<file path="config.mk">
export PLATFORM = sky130hd
export DESIGN_NAME = morse_decoder
export DESIGN_NICKNAME = d
export VERILOG_FILES = /design/src/rtl/morse_pkg.sv /design/src/rtl/morse_lut.sv /design/src/rtl/morse_decoder.sv
export SDC_FILE = /design/constraint.sdc
export NUM_CORES = 1
export LEC_CHECK = 0
export ABC_CLOCK_PERIOD_IN_PS = 7000
export CELL_PAD_IN_SITES_DETAIL_PLACEMENT = 1
export CELL_PAD_IN_SITES_GLOBAL_PLACEMENT = 2
export CORE_UTILIZATION = 37
export CTS_CLUSTER_DIAMETER = 50
export CTS_CLUSTER_SIZE = 8
export DETAILED_ROUTE_END_ITERATION = 6
export GPL_ROUTABILITY_DRIVEN = 0
export HOLD_SLACK_MARGIN = 0.03
export PLACE_DENSITY_LB_ADDON = 0.08
export SLEW_MARGIN = 20
export SYNTH_ARGS = -nofsm -noshare
export SYNTH_HDL_FRONTEND = slang
export SYNTH_SLANG_ARGS = --single-unit
export TNS_END_PERCENT = 5
</file>
<file path="constraint.sdc">
create_clock -name clk -period 7 [get_ports clk]
set_input_delay 1.4 -clock clk [delete_from_list [all_inputs] [get_ports clk]]
set_output_delay 1.4 -clock clk [all_outputs]
set_load 0.1 [all_outputs]
</file>
<file path="src/rtl/morse_pkg.sv">
// morse_pkg: shared state encoding, ASCII constants and parameter defaults for the Morse decoder
package morse_pkg;
  typedef enum logic [1:0] {IDLE, PRESS, GAP} state_t;
  localparam logic [7:0] ASCII_Q = 8'h3F;
  localparam logic [7:0] ASCII_A = 8'h41;
  localparam logic [7:0] ASCII_0 = 8'h30;
  localparam int DASH_DEF = 3;
  localparam int GAP_DEF = 3;
  localparam int TIMEOUT_DEF = 15;
endpackage

</file>
<file path="src/rtl/morse_lut.sv">
// morse_lut: combinational decode of symbol count and pattern (first symbol most significant, dash=1) to ASCII
module morse_lut
  import morse_pkg::*;
(
  input  logic [2:0] sym_count,
  input  logic [4:0] pattern,
  output logic [7:0] ascii,
  output logic       error
);
  logic [4:0] p;
  logic [7:0] k;
  always_comb begin
    p = pattern & ((5'd1 << sym_count) - 5'd1);
    k = {sym_count, p};
    ascii = ASCII_Q;
    case (k)
      {3'd1, 5'b00000}: ascii = ASCII_A + 8'd4;
      {3'd1, 5'b00001}: ascii = ASCII_A + 8'd19;
      {3'd2, 5'b00000}: ascii = ASCII_A + 8'd8;
      {3'd2, 5'b00001}: ascii = ASCII_A + 8'd0;
      {3'd2, 5'b00010}: ascii = ASCII_A + 8'd13;
      {3'd2, 5'b00011}: ascii = ASCII_A + 8'd12;
      {3'd3, 5'b00000}: ascii = ASCII_A + 8'd18;
      {3'd3, 5'b00001}: ascii = ASCII_A + 8'd20;
      {3'd3, 5'b00010}: ascii = ASCII_A + 8'd17;
      {3'd3, 5'b00011}: ascii = ASCII_A + 8'd22;
      {3'd3, 5'b00100}: ascii = ASCII_A + 8'd3;
      {3'd3, 5'b00101}: ascii = ASCII_A + 8'd10;
      {3'd3, 5'b00110}: ascii = ASCII_A + 8'd6;
      {3'd3, 5'b00111}: ascii = ASCII_A + 8'd14;
      {3'd4, 5'b00000}: ascii = ASCII_A + 8'd7;
      {3'd4, 5'b00001}: ascii = ASCII_A + 8'd21;
      {3'd4, 5'b00010}: ascii = ASCII_A + 8'd5;
      {3'd4, 5'b00100}: ascii = ASCII_A + 8'd11;
      {3'd4, 5'b00110}: ascii = ASCII_A + 8'd15;
      {3'd4, 5'b00111}: ascii = ASCII_A + 8'd9;
      {3'd4, 5'b01000}: ascii = ASCII_A + 8'd1;
      {3'd4, 5'b01001}: ascii = ASCII_A + 8'd23;
      {3'd4, 5'b01010}: ascii = ASCII_A + 8'd2;
      {3'd4, 5'b01011}: ascii = ASCII_A + 8'd24;
      {3'd4, 5'b01100}: ascii = ASCII_A + 8'd25;
      {3'd4, 5'b01101}: ascii = ASCII_A + 8'd16;
      {3'd5, 5'b11111}: ascii = ASCII_0 + 8'd0;
      {3'd5, 5'b01111}: ascii = ASCII_0 + 8'd1;
      {3'd5, 5'b00111}: ascii = ASCII_0 + 8'd2;
      {3'd5, 5'b00011}: ascii = ASCII_0 + 8'd3;
      {3'd5, 5'b00001}: ascii = ASCII_0 + 8'd4;
      {3'd5, 5'b00000}: ascii = ASCII_0 + 8'd5;
      {3'd5, 5'b10000}: ascii = ASCII_0 + 8'd6;
      {3'd5, 5'b11000}: ascii = ASCII_0 + 8'd7;
      {3'd5, 5'b11100}: ascii = ASCII_0 + 8'd8;
      {3'd5, 5'b11110}: ascii = ASCII_0 + 8'd9;
      default: ascii = ASCII_Q;
    endcase
    error = ascii == ASCII_Q;
  end
endmodule

</file>
<file path="src/rtl/morse_decoder.sv">
// morse_decoder: tick-timed Morse key FSM collecting dots/dashes into letters, with idle timeout
module morse_decoder
  import morse_pkg::*;
#(
  parameter int DASH_TICKS = DASH_DEF,
  parameter int GAP_TICKS = GAP_DEF,
  parameter int TIMEOUT_TICKS = TIMEOUT_DEF
) (
  input  logic       clk,
  input  logic       rst,
  input  logic       tick,
  input  logic       key,
  output logic [7:0] ascii,
  output logic       letter_valid,
  output logic       timeout,
  output logic       error,
  output logic [2:0] sym_count,
  output logic       busy
);
  localparam logic [3:0] DASH = 4'(DASH_TICKS);
  localparam logic [3:0] GAPL = 4'(GAP_TICKS);
  localparam logic [4:0] TMO = 5'(TIMEOUT_TICKS);
  state_t state, nxt;
  logic [3:0] press_cnt, gap_cnt;
  logic [4:0] idle_cnt, pattern;
  logic armed, emit, lut_err;
  logic [7:0] lut_ascii;
  morse_lut u_lut (.sym_count(sym_count), .pattern(pattern), .ascii(lut_ascii), .error(lut_err));
  assign emit = state == GAP && !key && tick && gap_cnt + 4'd1 >= GAPL;
  always_ff @(posedge clk) state <= rst ? IDLE : nxt;
  always_comb nxt = key ? PRESS : state == PRESS ? GAP : emit ? IDLE : state;
  always_comb busy = state != IDLE;
  always_ff @(posedge clk) begin
    if (rst) begin
      press_cnt <= '0;
      gap_cnt <= '0;
      idle_cnt <= '0;
      pattern <= '0;
      sym_count <= '0;
      armed <= 1'b1;
      ascii <= '0;
      error <= 1'b0;
      letter_valid <= 1'b0;
      timeout <= 1'b0;
    end else begin
      letter_valid <= emit;
      timeout <= 1'b0;
      if (key) begin
        armed <= 1'b1;
        idle_cnt <= '0;
      end
      if (key && state != PRESS) press_cnt <= {3'b0, tick};
      else if (state == PRESS && key && tick && press_cnt != 4'd15) press_cnt <= press_cnt + 4'd1;
      if (state == PRESS && !key) begin
        pattern <= {pattern[3:0], press_cnt >= DASH};
        sym_count <= sym_count == 3'd6 ? 3'd6 : sym_count + 3'd1;
        gap_cnt <= {3'b0, tick};
      end else if (state == GAP && !key && tick) gap_cnt <= gap_cnt + 4'd1;
      if (emit) begin
        ascii <= lut_ascii;
        error <= lut_err;
        pattern <= '0;
        sym_count <= '0;
      end
      if (state == IDLE && !key && tick && armed) begin
        idle_cnt <= idle_cnt + 5'd1;
        if (idle_cnt + 5'd1 == TMO) begin
          timeout <= 1'b1;
          armed <= 1'b0;
        end
      end
    end
  end
endmodule

</file>
==> qor.yml, run 1 <==
cells_and_area:
  drive_above_1_share_pct: 7.095
  n_antenna_cell: 0
  area_growth_pct: 13.07
  fin_nets: 312
  final_util_pct: 43.32
  fillers: 726
logic_synthesis:
  async_flop_share_pct: 0
  netlist.area_leader.share_pct: 30.01
  post_synth_main_area_contributors: "dfxtp_1 30%, ha_1 6.1%, nor2_1 6.0%"
  avgSynthCellArea_um2: 7.904
  synthCells: 287
  yosysMostFrequentCell: "nor2_1"
  yosysWarnings: 0
  yosys.area.top_type: "dfxtp_1"
  synth_top_cells_by_count: "36 x nor2_1, 34 x dfxtp_1, 29 x nand2_1"
  syn-num-nets: 302
  synthFlopType: "dfxtp_1"
  yosysSeqAreaShare_pct: 30.01
  synth_area_mm2: 0.002268
  synth_cell_types: 58
  yosys_register_bits: 34
  synth-edff-count: 0
place:
  place_hpwl_um: 4716
  io_buffers: 17
floorplanning:
  fp-row-count: 28
  die_y_um: 80.30
  io_pins: 19
  start_util_pct: 38.31
  die_area_mm2: 0.006448
  core_mm2: 0.005921
  die_w_um: 80.30
route:
  ant_nets: 0
  drc_errors: 0
  drt_iter0_markers: 142
  vias: 2174
  firstDrtPassIters: 4
  wl_per_cell_um: 16.99
  wirelength_um: 6302
  viasPerCell: 5.860
grt:
  met2_usage_pct: 32.82
  grt-busiest-layer: "met2"
  grt_max_degree: 20
  grt_pass1_wl_um: 10540
  antenna_found_initial: 0
  grt_pass1_vias: 2049
  grt_use_total_pct: 21.05
  grt-ovfl-total: 0
  use_met3_pct: 3.977
  met1_usage_pct: 30.46
sta:
  finClkSkew_ps: 7.615
  slew_headroom_pct: 35.36
  setup_tns_ps: 0
  finalCritPeriodShare_pct: 55.12
  hold_violations: 0
  finalCriticalPeriod_ps: 3858
  fmax_mhz: 259.2
  tightest_slew_ps: 966.5
  finalMaxSlewViolations: 0
  rsz0062_at_grt: "no"
  setup_viol_count_final: 0
power:
  finalPower_uw: 382.8
  comb_power_share_pct: 10.8
  pwr-share-seq_pct: 52.4
  p_leak_nw: 0.8345
  max-vdd-ir-drop_v: 0.0001223
  p_sw_uw: 97.61
  pwr-share-clk_pct: 36.8
  p_per_area_mw_per_mm2: 149.3
  swShare_pct: 25.50
  p_int_uw: 285.2
min_path:
  hold_path_end: "error$_SDFFE_PP0P_"
  worstHoldPathCells: 2
  holdCritPathClass: "register to register"
  min_from: "error$_SDFFE_PP0P_"
clock_tree:
  cts.htree.levels: 2
  cts_hold_buffers: 0
  cts-resized-gates: 0
  cts_sinks: 34
  cts_buffers: 5
  postCtsSetupBuffers: 0
  clk_latency_ps: 280
  path_clk_slew_ps: 70
  cts_tree: "built"
  ctsLongestPathBuffers: 2
  root_buffer: "clkbuf_8"
worst_setup_path:
  r2r_slack_ps: 3140
  worstReg2RegEnd: "ascii[4]$_SDFFE_PP0P_"
  critPathRequiredTime_ps: 7170
  ff2ff_path_depth: 11
  worstSetupPathType: "register to register"
  cp-end-kind: "register"
  critPathMaxFanout: 15
  r2r-start: "sym_count[0]$_SDFFE_PP0P_"
  startpoint: "sym_count[0]$_SDFFE_PP0P_"
  arrival_ps: 4030
  start_kind: "register"
flow_run:
  drv_cap: 0
status:
  status: "completed"
-- metal layers --
| layer | vias to the layer above | routed length, um |
|---|---|---|
| li1 | 1071 | - |
| met1 | 1048 | 3186 |
| met2 | 51 | 2832 |
| met3 | 4 | 232 |
| met4 | 0 | 49 |
| met5 | - | 0 |
-- through the flow --
step                      cell area [um^2]  hold WS [ps]  setup slack [ps]  cells
final                                 2565         460.4              3142    371
after global routing                  2565         495.0              2798    371
after CTS                             2565         467.9              3163    371
after detailed placement              2482         453.6              3175    365
after global placement                2482         450.9              3243    365
after floorplan                       2268         447.0              3265    287
-- worst max-delay path by stage --
stage / endpoint / slack [ps] / cells past startpoint
after global routing: ascii[4]$_SDFFE_PP0P_ / 2800 / 11
after floorplan: ascii[1]$_SDFFE_PP0P_ / 3270 / 12
after detailed placement: ascii[4]$_SDFFE_PP0P_ / 3180 / 11
after global placement: ascii[1]$_SDFFE_PP0P_ / 3240 / 11
final: ascii[4]$_SDFFE_PP0P_ / 3140 / 11
after CTS: ascii[4]$_SDFFE_PP0P_ / 3160 / 11
-- cell families after synthesis --
family,Yosys count,share of synthesized area [%]
adder cells (fa/ha/maj),11,6.067
other,1,0.1653
AND/OR/NAND/NOR,124,27.03
flip-flops,34,30.01
buffers and inverters,23,4.026
multiplexers,4,2.372
AO/OA/AOI/OAI,78,25.70
XOR/XNOR,12,4.634
-- registers in the layout, summed over array words and instances, names as in the netlist --
register and flops:
gap_cnt 4, armed 1, letter_valid 1, sym_count 3
press_cnt 4, error 1, ascii 7, timeout 1
pattern 5, state 2, idle_cnt 5
-- layout make-up --
type                            instances  area, um^2  share of cell area [%]
Timing Repair Buffer                   19       185.2                   7.220
Tap cell                               75       93.84                   3.659
Inverter                                7       26.28                   1.024
Multi-Input combinational cell        230        1496                   58.34
Clock buffer                            6       82.58                   3.220
Sequential cell                        34       680.7                   26.54
-- layout by cell type, fill, tap and decap left out, drive strengths merged, types with 8 or more instances in the layout --
cell type | synthesis | routed
nor2 | 36 | 36
dfxtp | 34 | 34
nand2 | 29 | 29
a21oi | 19 | 19
clkdlybuf4s50 | 0 | 17
nor3 | 14 | 14
ha | 11 | 11
o21ai | 10 | 10
xor2 | 9 | 9
nand3 | 8 | 8
-- power by group through the flow --
stage                     Clock (mW)  Combinational (mW)  Sequential [mW]
after floorplan                    0              0.0305            0.206
after global placement             0              0.0410            0.205
after detailed placement           0              0.0414            0.205
after CTS                      0.146              0.0417            0.201
after global routing           0.154              0.0455            0.201
final                          0.141              0.0414            0.201
-- critical path, cell delays in order (launching register included) --
cell       delay [ps]
dfxtp_1           670
inv_1             240
ha_1              350
nand2b_1          160
ha_1              280
and2_1            220
mux2_2            370
nor4_1            110
o31a_1            370
a2111oi_4         420
o311ai_2          270
a311oi_1          290
Note: power is estimated with default switching activity, not from simulation.
==> run 2: changes to the inputs <==
--- a/config.mk
+++ b/config.mk
@@ -5,10 +5,10 @@
 export SDC_FILE = /design/constraint.sdc
 export NUM_CORES = 1
 export LEC_CHECK = 0
-export ABC_CLOCK_PERIOD_IN_PS = 7000
+export ABC_CLOCK_PERIOD_IN_PS = 3550
 export CELL_PAD_IN_SITES_DETAIL_PLACEMENT = 1
 export CELL_PAD_IN_SITES_GLOBAL_PLACEMENT = 2
-export CORE_UTILIZATION = 37
+export CORE_UTILIZATION = 34
 export CTS_CLUSTER_DIAMETER = 50
 export CTS_CLUSTER_SIZE = 8
 export DETAILED_ROUTE_END_ITERATION = 6
==> constraint.sdc (replaced) <==
create_clock -name clk -period 3.55 [get_ports clk]
set_input_delay 0.71 -clock clk [delete_from_list [all_inputs] [get_ports clk]]
set_output_delay 0.71 -clock clk [all_outputs]
set_load 0.1 [all_outputs]
==> qor.yml, run 2 (same netlist as run 1, synthesis figures left out) <==
cells_and_area:
  fin_nets: 319  # +2.2%
  largestRegisters: "ascii: 7 flops, idle_cnt: 5 flops, pattern: 5 flops"
  final_cell_mix: "36 x nor2_1, 32 x dfxtp_1, 29 x nand2_1"
  drive_above_1_share_pct: 11.51  # +4.4 points
  n_antenna_cell: 0  # unchanged
  largest_register_ff_count: 7  # unchanged
  fillers: 811  # +12%
  final_common_cell: "nor2_1"
  area_growth_pct: 16.66
  final_cell_area_mm2: 0.002646  # +3.2%
  top_register: "ascii"
floorplanning:
  die_w_um: 83.68  # +4.2%
  fp-row-count: 29  # +3.6%
  io_pins: 19  # unchanged
  core_mm2: 0.006386  # +7.9%
  die_area_mm2: 0.007002  # +8.6%
  die_y_um: 83.68  # +4.2%
  start_util_pct: 35.52  # -2.8 points
clock_tree:
  cts_hold_buffers: 0  # unchanged
  cts.htree.levels: 2  # unchanged
  path_clk_slew_ps: 70  # about the same
  cts_sinks: 34  # unchanged
  cts_buffers: 5  # unchanged
  cts_tree: "built"
  ctsLongestPathBuffers: 2  # unchanged
  root_buffer: "clkbuf_8"
  clk_latency_ps: 290  # about the same
worst_setup_path:
  cp-endpoint: "ascii[0]$_SDFFE_PP0P_"
  cpMostUsedCell: "ha_1"
  r2r_slack_ps: 210  # -2930 ps
  worstSetupPathType: "register to register"
  arrival_ps: 3530  # -500 ps
  cp_cell_sequence: "inv_1, ha_1, nand2b_1, ha_1, nor2b_1, o2111ai_2, nor4_1, o31a_1, a2111oi_4, o311ai_2, a311oi_1"
  startpoint: "sym_count[1]$_SDFFE_PP0P_"
  r2r-start: "sym_count[1]$_SDFFE_PP0P_"
  worstReg2RegEnd: "ascii[0]$_SDFFE_PP0P_"
  start_kind: "register"
  cp-end-kind: "register"
  crit_path_max_incr_delay_ps: 430  # -240 ps
  critPathRequiredTime_ps: 3740  # -3430 ps
  crit_slowest_cell: "o2111ai_2"
  critPathMaxFanout: 10  # -5
  ff2ff_path_depth: 11  # unchanged
power:
  max-vdd-ir-drop_v: 0.0002000  # +64%
  p_leak_nw: 0.8926  # +7.0%
  p_per_area_mw_per_mm2: 319.7  # +110%
sta:
  setup_tns_ps: 0  # unchanged
  fmax_mhz: 299.7  # +16%
  slew_headroom_pct: 34.92  # -0.44 points
  setup_viol_count_final: 0  # unchanged
  finalCritPeriodShare_pct: 94.00  # +39 points
  tightest_slew_ps: 973.1  # +6.598 ps
  rsz0062_at_grt: "no"
  finalMaxSlewViolations: 0  # unchanged
  hold_violations: 0  # unchanged
  finalCriticalPeriod_ps: 3337  # -521.4 ps
  finClkSkew_ps: 7.525  # -0.09012 ps
route:
  wl_per_cell_um: 16.29  # -4.1%
  wirelength_um: 6206  # -1.5%
  met2_length_um: 2929  # +3.4%
  firstDrtPassIters: 4  # unchanged
  viasPerCell: 5.711  # -2.5%
  drt_iter0_markers: 89  # -37%
  routedLengthMet1_um: 3088  # -3.1%
  drc_errors: 0  # unchanged
  ant_nets: 0  # unchanged
  vias: 2176  # +0.092%
  topRoutingLayerUsed: "met4"
  wl_met3_um: 140  # -40%
place:
  place_hpwl_um: 4679  # -0.77%
  placed_cell_area_mm2: 0.002530  # +1.9%
  io_buffers: 17  # unchanged
grt:
  grt_use_total_pct: 18.46  # -2.6 points
  antenna_found_initial: 0  # unchanged
  grt_max_degree: 20  # unchanged
  grt_pass1_vias: 2059  # +0.49%
  grt_pass1_wl_um: 10540  # unchanged
  grt-ovfl-total: 0  # unchanged
min_path:
  holdCritPathClass: "register to register"
flow_run:
  drv_cap: 0  # unchanged
status:
  status: "completed"
==> run 2: timing repair <==
action,4_1_cts,5_1_grt
setup endpoints to repair,0,3
gates resized for setup,0,1
setup buffers,0,0
==> run 2: area by class of cell <==
cell class,count,area [um^2],share of cell area (%)
Multi-Input combinational cell,230,1500,56.69
Sequential cell,34,683.2,25.82
Timing Repair Buffer,26,227.7,8.605
Tap cell,77,96.34,3.641
Clock buffer,6,82.58,3.121
Clock inverter,1,30.03,1.135
Inverter,7,26.28,0.9929
==> run 2: how the worst min path moves through the flow <==
stage,startpoint,end,slack [ps],cells after the start
final,ascii[5]$_SDFFE_PP0P_,ascii[5]$_SDFFE_PP0P_,460,2
after global routing,ascii[5]$_SDFFE_PP0P_,ascii[5]$_SDFFE_PP0P_,490,2
after CTS,ascii[5]$_SDFFE_PP0P_,ascii[5]$_SDFFE_PP0P_,460,2
after detailed placement,ascii[5]$_SDFFE_PP0P_,ascii[5]$_SDFFE_PP0P_,450,2
after global placement,ascii[5]$_SDFFE_PP0P_,ascii[5]$_SDFFE_PP0P_,450,2
after floorplan,armed$_SDFF_PP1_,armed$_SDFF_PP1_,450,2
==> run 2: per-layer routing <==
metal | global-route usage (%) | vias up
met1 | 25.24 | 1064
met3 | 3.858 | 6
met5 | 0 | -
li1 | - | 1086
met2 | 29.19 | 20
met4 | 5.393 | 0
==> run 2: where the power goes <==
part | internal, mW | switching [mW]
Sequential | 0.387 | 0.00623
Combinational | 0.0269 | 0.0569
Clock | 0.225 | 0.144
==> run 2: critical path: cells and delay by family, from the launching register on <==
| kind | cells | cell delay, ps |
|---|---|---|
| buf+inv | 1 | 130 |
| compound gates | 5 | 1750 |
| simple gates | 3 | 430 |
| flops | 1 | 380 |
| fa+ha+maj | 2 | 550 |
==> run 2: stage by stage <==
stage	hold slack (ps)	cells	power, mW	utilization [%]	worst slack (ps)
after floorplan	447.0	287	0.4665	-	170.2
after global placement	447.3	374	0.4862	39.62	344.2
after detailed placement	454.8	374	0.4858	39.62	286.4
after CTS	461.8	381	0.8573	41.38	235.6
after global routing	489.3	381	0.8832	41.44	0.3553
final	455.4	381	0.8460	41.44	213.0
==> run 3: changes to the inputs <==
--- a/config.mk
+++ b/config.mk
@@ -8,7 +8,8 @@
 export ABC_CLOCK_PERIOD_IN_PS = 3550
 export CELL_PAD_IN_SITES_DETAIL_PLACEMENT = 1
 export CELL_PAD_IN_SITES_GLOBAL_PLACEMENT = 2
-export CORE_UTILIZATION = 34
+export CORE_UTILIZATION = 36
+export CTS_BUF_LIST = sky130_fd_sc_hd__clkbuf_4
 export CTS_CLUSTER_DIAMETER = 50
 export CTS_CLUSTER_SIZE = 8
 export DETAILED_ROUTE_END_ITERATION = 6
==> qor.yml, run 3 (same netlist as run 1, synthesis figures left out) <==
route:
  ant_nets: 0  # unchanged
  drt_iter0_markers: 105  # +18%
  drc_errors: 0  # unchanged
  firstDrtPassIters: 4  # unchanged
  wl_per_cell_um: 16.50  # +1.3%
  vias: 2177  # +0.046%
  viasPerCell: 5.744  # +0.57%
  wirelength_um: 6252  # +0.74%
power:
  p_int_uw: 634.5  # -0.61%
  p_leak_nw: 0.8859  # -0.75%
  max-vdd-ir-drop_v: 0.0003150  # +57%
  pwr-share-clk_pct: 43.7  # about the same
  p_sw_uw: 217.2  # +4.6%
  comb_power_share_pct: 10.0  # about the same
  finalPower_uw: 851.7  # +0.67%
  p_per_area_mw_per_mm2: 322.0  # +0.72%
  swShare_pct: 25.50  # +0.96 points
  pwr-share-seq_pct: 46.2  # -0.3 points
sta:
  finClkSkew_ps: 17.63  # +10.11 ps
  finalCritPeriodShare_pct: 94.78  # +0.78 points
  whs_ps: 472.7  # +17.32 ps
  finalMaxSlewViolations: 0  # unchanged
  hold_violations: 0  # unchanged
  setup_tns_ps: 0  # unchanged
  tightest_slew_ps: 968.1  # -5.044 ps
  fmax_mhz: 297.2  # -0.82%
  slew_headroom_pct: 35.26  # +0.34 points
  timing.final.ws_setup_ps: 185.4  # -27.60 ps
  setup_viol_count_final: 0  # unchanged
  finalCriticalPeriod_ps: 3365  # +27.60 ps
  rsz0062_at_grt: "no"
worst_setup_path:
  arrival_ps: 3640  # +110 ps
  start_kind: "register"
  critPathMaxFanout: 10  # unchanged
  worstSetupPathType: "register to register"
  critPathRequiredTime_ps: 3820  # +80 ps
  cp-end-kind: "register"
status:
  status: "completed"
place:
  place_hpwl_um: 4655  # -0.52%
  io_buffers: 17  # unchanged
  dp_slack_ps: 165.5  # -121.0 ps
grt:
  antenna_found_initial: 0  # unchanged
  grt_pass1_wl_um: 10340  # -2.0%
  grt_pass1_vias: 2108  # +2.4%
  grt_use_total_pct: 20.37  # +1.9 points
  grt-ovfl-total: 0  # unchanged
  grt_max_degree: 20  # unchanged
clock_tree:
  cts_sinks: 34  # unchanged
  cts_tree: "built"
  root_buffer: "clkbuf_4"
  clk_latency_ps: 350  # +60 ps
  ctsLongestPathBuffers: 2  # unchanged
  cts.htree.levels: 2  # unchanged
  cts_buffers: 5  # unchanged
  postCtsSetupBuffers: 0  # unchanged
  path_clk_slew_ps: 130  # +60 ps
cells_and_area:
  fin_nets: 318  # -0.31%
  largest_register_ff_count: 7  # unchanged
  top_register: "ascii"
  largestRegisters: "ascii: 7 flops, idle_cnt: 5 flops, pattern: 5 flops"
  final_cell_mix: "36 x nor2_1, 32 x dfxtp_1, 29 x nand2_1"
  n_antenna_cell: 0  # unchanged
  area_growth_pct: 16.60  # about the same
  drive_above_1_share_pct: 11.18  # -0.33 points
  final_common_cell: "nor2_1"
  final_util_pct: 44.15  # +2.7 points
min_path:
  holdCritPathClass: "register to register"
floorplanning:
  fp-row-count: 28  # -3.4%
  core_mm2: 0.005991  # -6.2%
  die_area_mm2: 0.006623  # -5.4%
  die_y_um: 81.38  # -2.7%
  io_pins: 19  # unchanged
  die_w_um: 81.38  # -2.7%
  start_util_pct: 37.87  # +2.3 points
flow_run:
  drv_cap: 0  # unchanged
-- run 3: routing by layer --
| metal | vias up | global-route usage, % | wire [um] |
|---|---|---|---|
| li1 | 1087 | - | - |
| met1 | 1035 | 26.90 | 3010 |
| met2 | 44 | 33.00 | 2952 |
| met3 | 11 | 3.708 | 181 |
| met4 | 0 | 6.964 | 108 |
| met5 | - | 0 | 0 |
-- run 3: per-stage QoR --
step | cell area [um^2] | std cells
finish | 2645 | 379
global route | 2645 | 379
CTS | 2641 | 379
detailed placement | 2535 | 371
global placement | 2535 | 371
floorplan | 2271 | 287
-- run 3: final cells by class --
class	count	area (um^2)
sequential	34	683.2
clock inverter	3	68.82
multi-input combinational	230	1500
tap	75	93.84
inverter	7	26.28
clock buffer	5	37.54
timing repair buffer	25	235.2
fill	730	3346
-- run 3: power by group through the flow --
| stage | Sequential [mW] | Clock [mW] | Combinational (mW) |
|---|---|---|---|
| CTS | 0.394 | 0.385 | 0.0859 |
| floorplan | 0.406 | 0 | 0.0600 |
| global placement | 0.402 | 0 | 0.0845 |
| finish | 0.394 | 0.372 | 0.0855 |
| global route | 0.395 | 0.400 | 0.0935 |
| detailed placement | 0.402 | 0 | 0.0853 |
-- run 3: path summary, 6_finish.rpt --
check,slack [ps],startpoint,to,cells past startpoint
hold / removal,470,ascii[5]$_SDFFE_PP0P_,ascii[5]$_SDFFE_PP0P_,2
setup / recovery,190,sym_count[1]$_SDFFE_PP0P_,ascii[1]$_SDFFE_PP0P_,11
hold reg to reg,470,ascii[5]$_SDFFE_PP0P_,ascii[5]$_SDFFE_PP0P_,2
setup reg to reg,190,sym_count[1]$_SDFFE_PP0P_,ascii[1]$_SDFFE_PP0P_,11
-- run 3: repair_timing --
item                                    4_1_cts  5_1_grt
hold buffers                                  0        0
resized for setup                             0        1
hold endpoints to repair                      0        0
endpoints found under the setup margin        0        4
-- run 3: worst max-delay path, stage by stage, from the launching register on --
cell and delay (ps):
dfxtp_2 400, inv_1 120, ha_1 280, nand2b_1 150
ha_1 290, nor2b_1 180, o2111ai_2 430, nor4_1 110
o31a_1 350, a2111oi_4 430, o311ai_2 270, a311oi_2 280
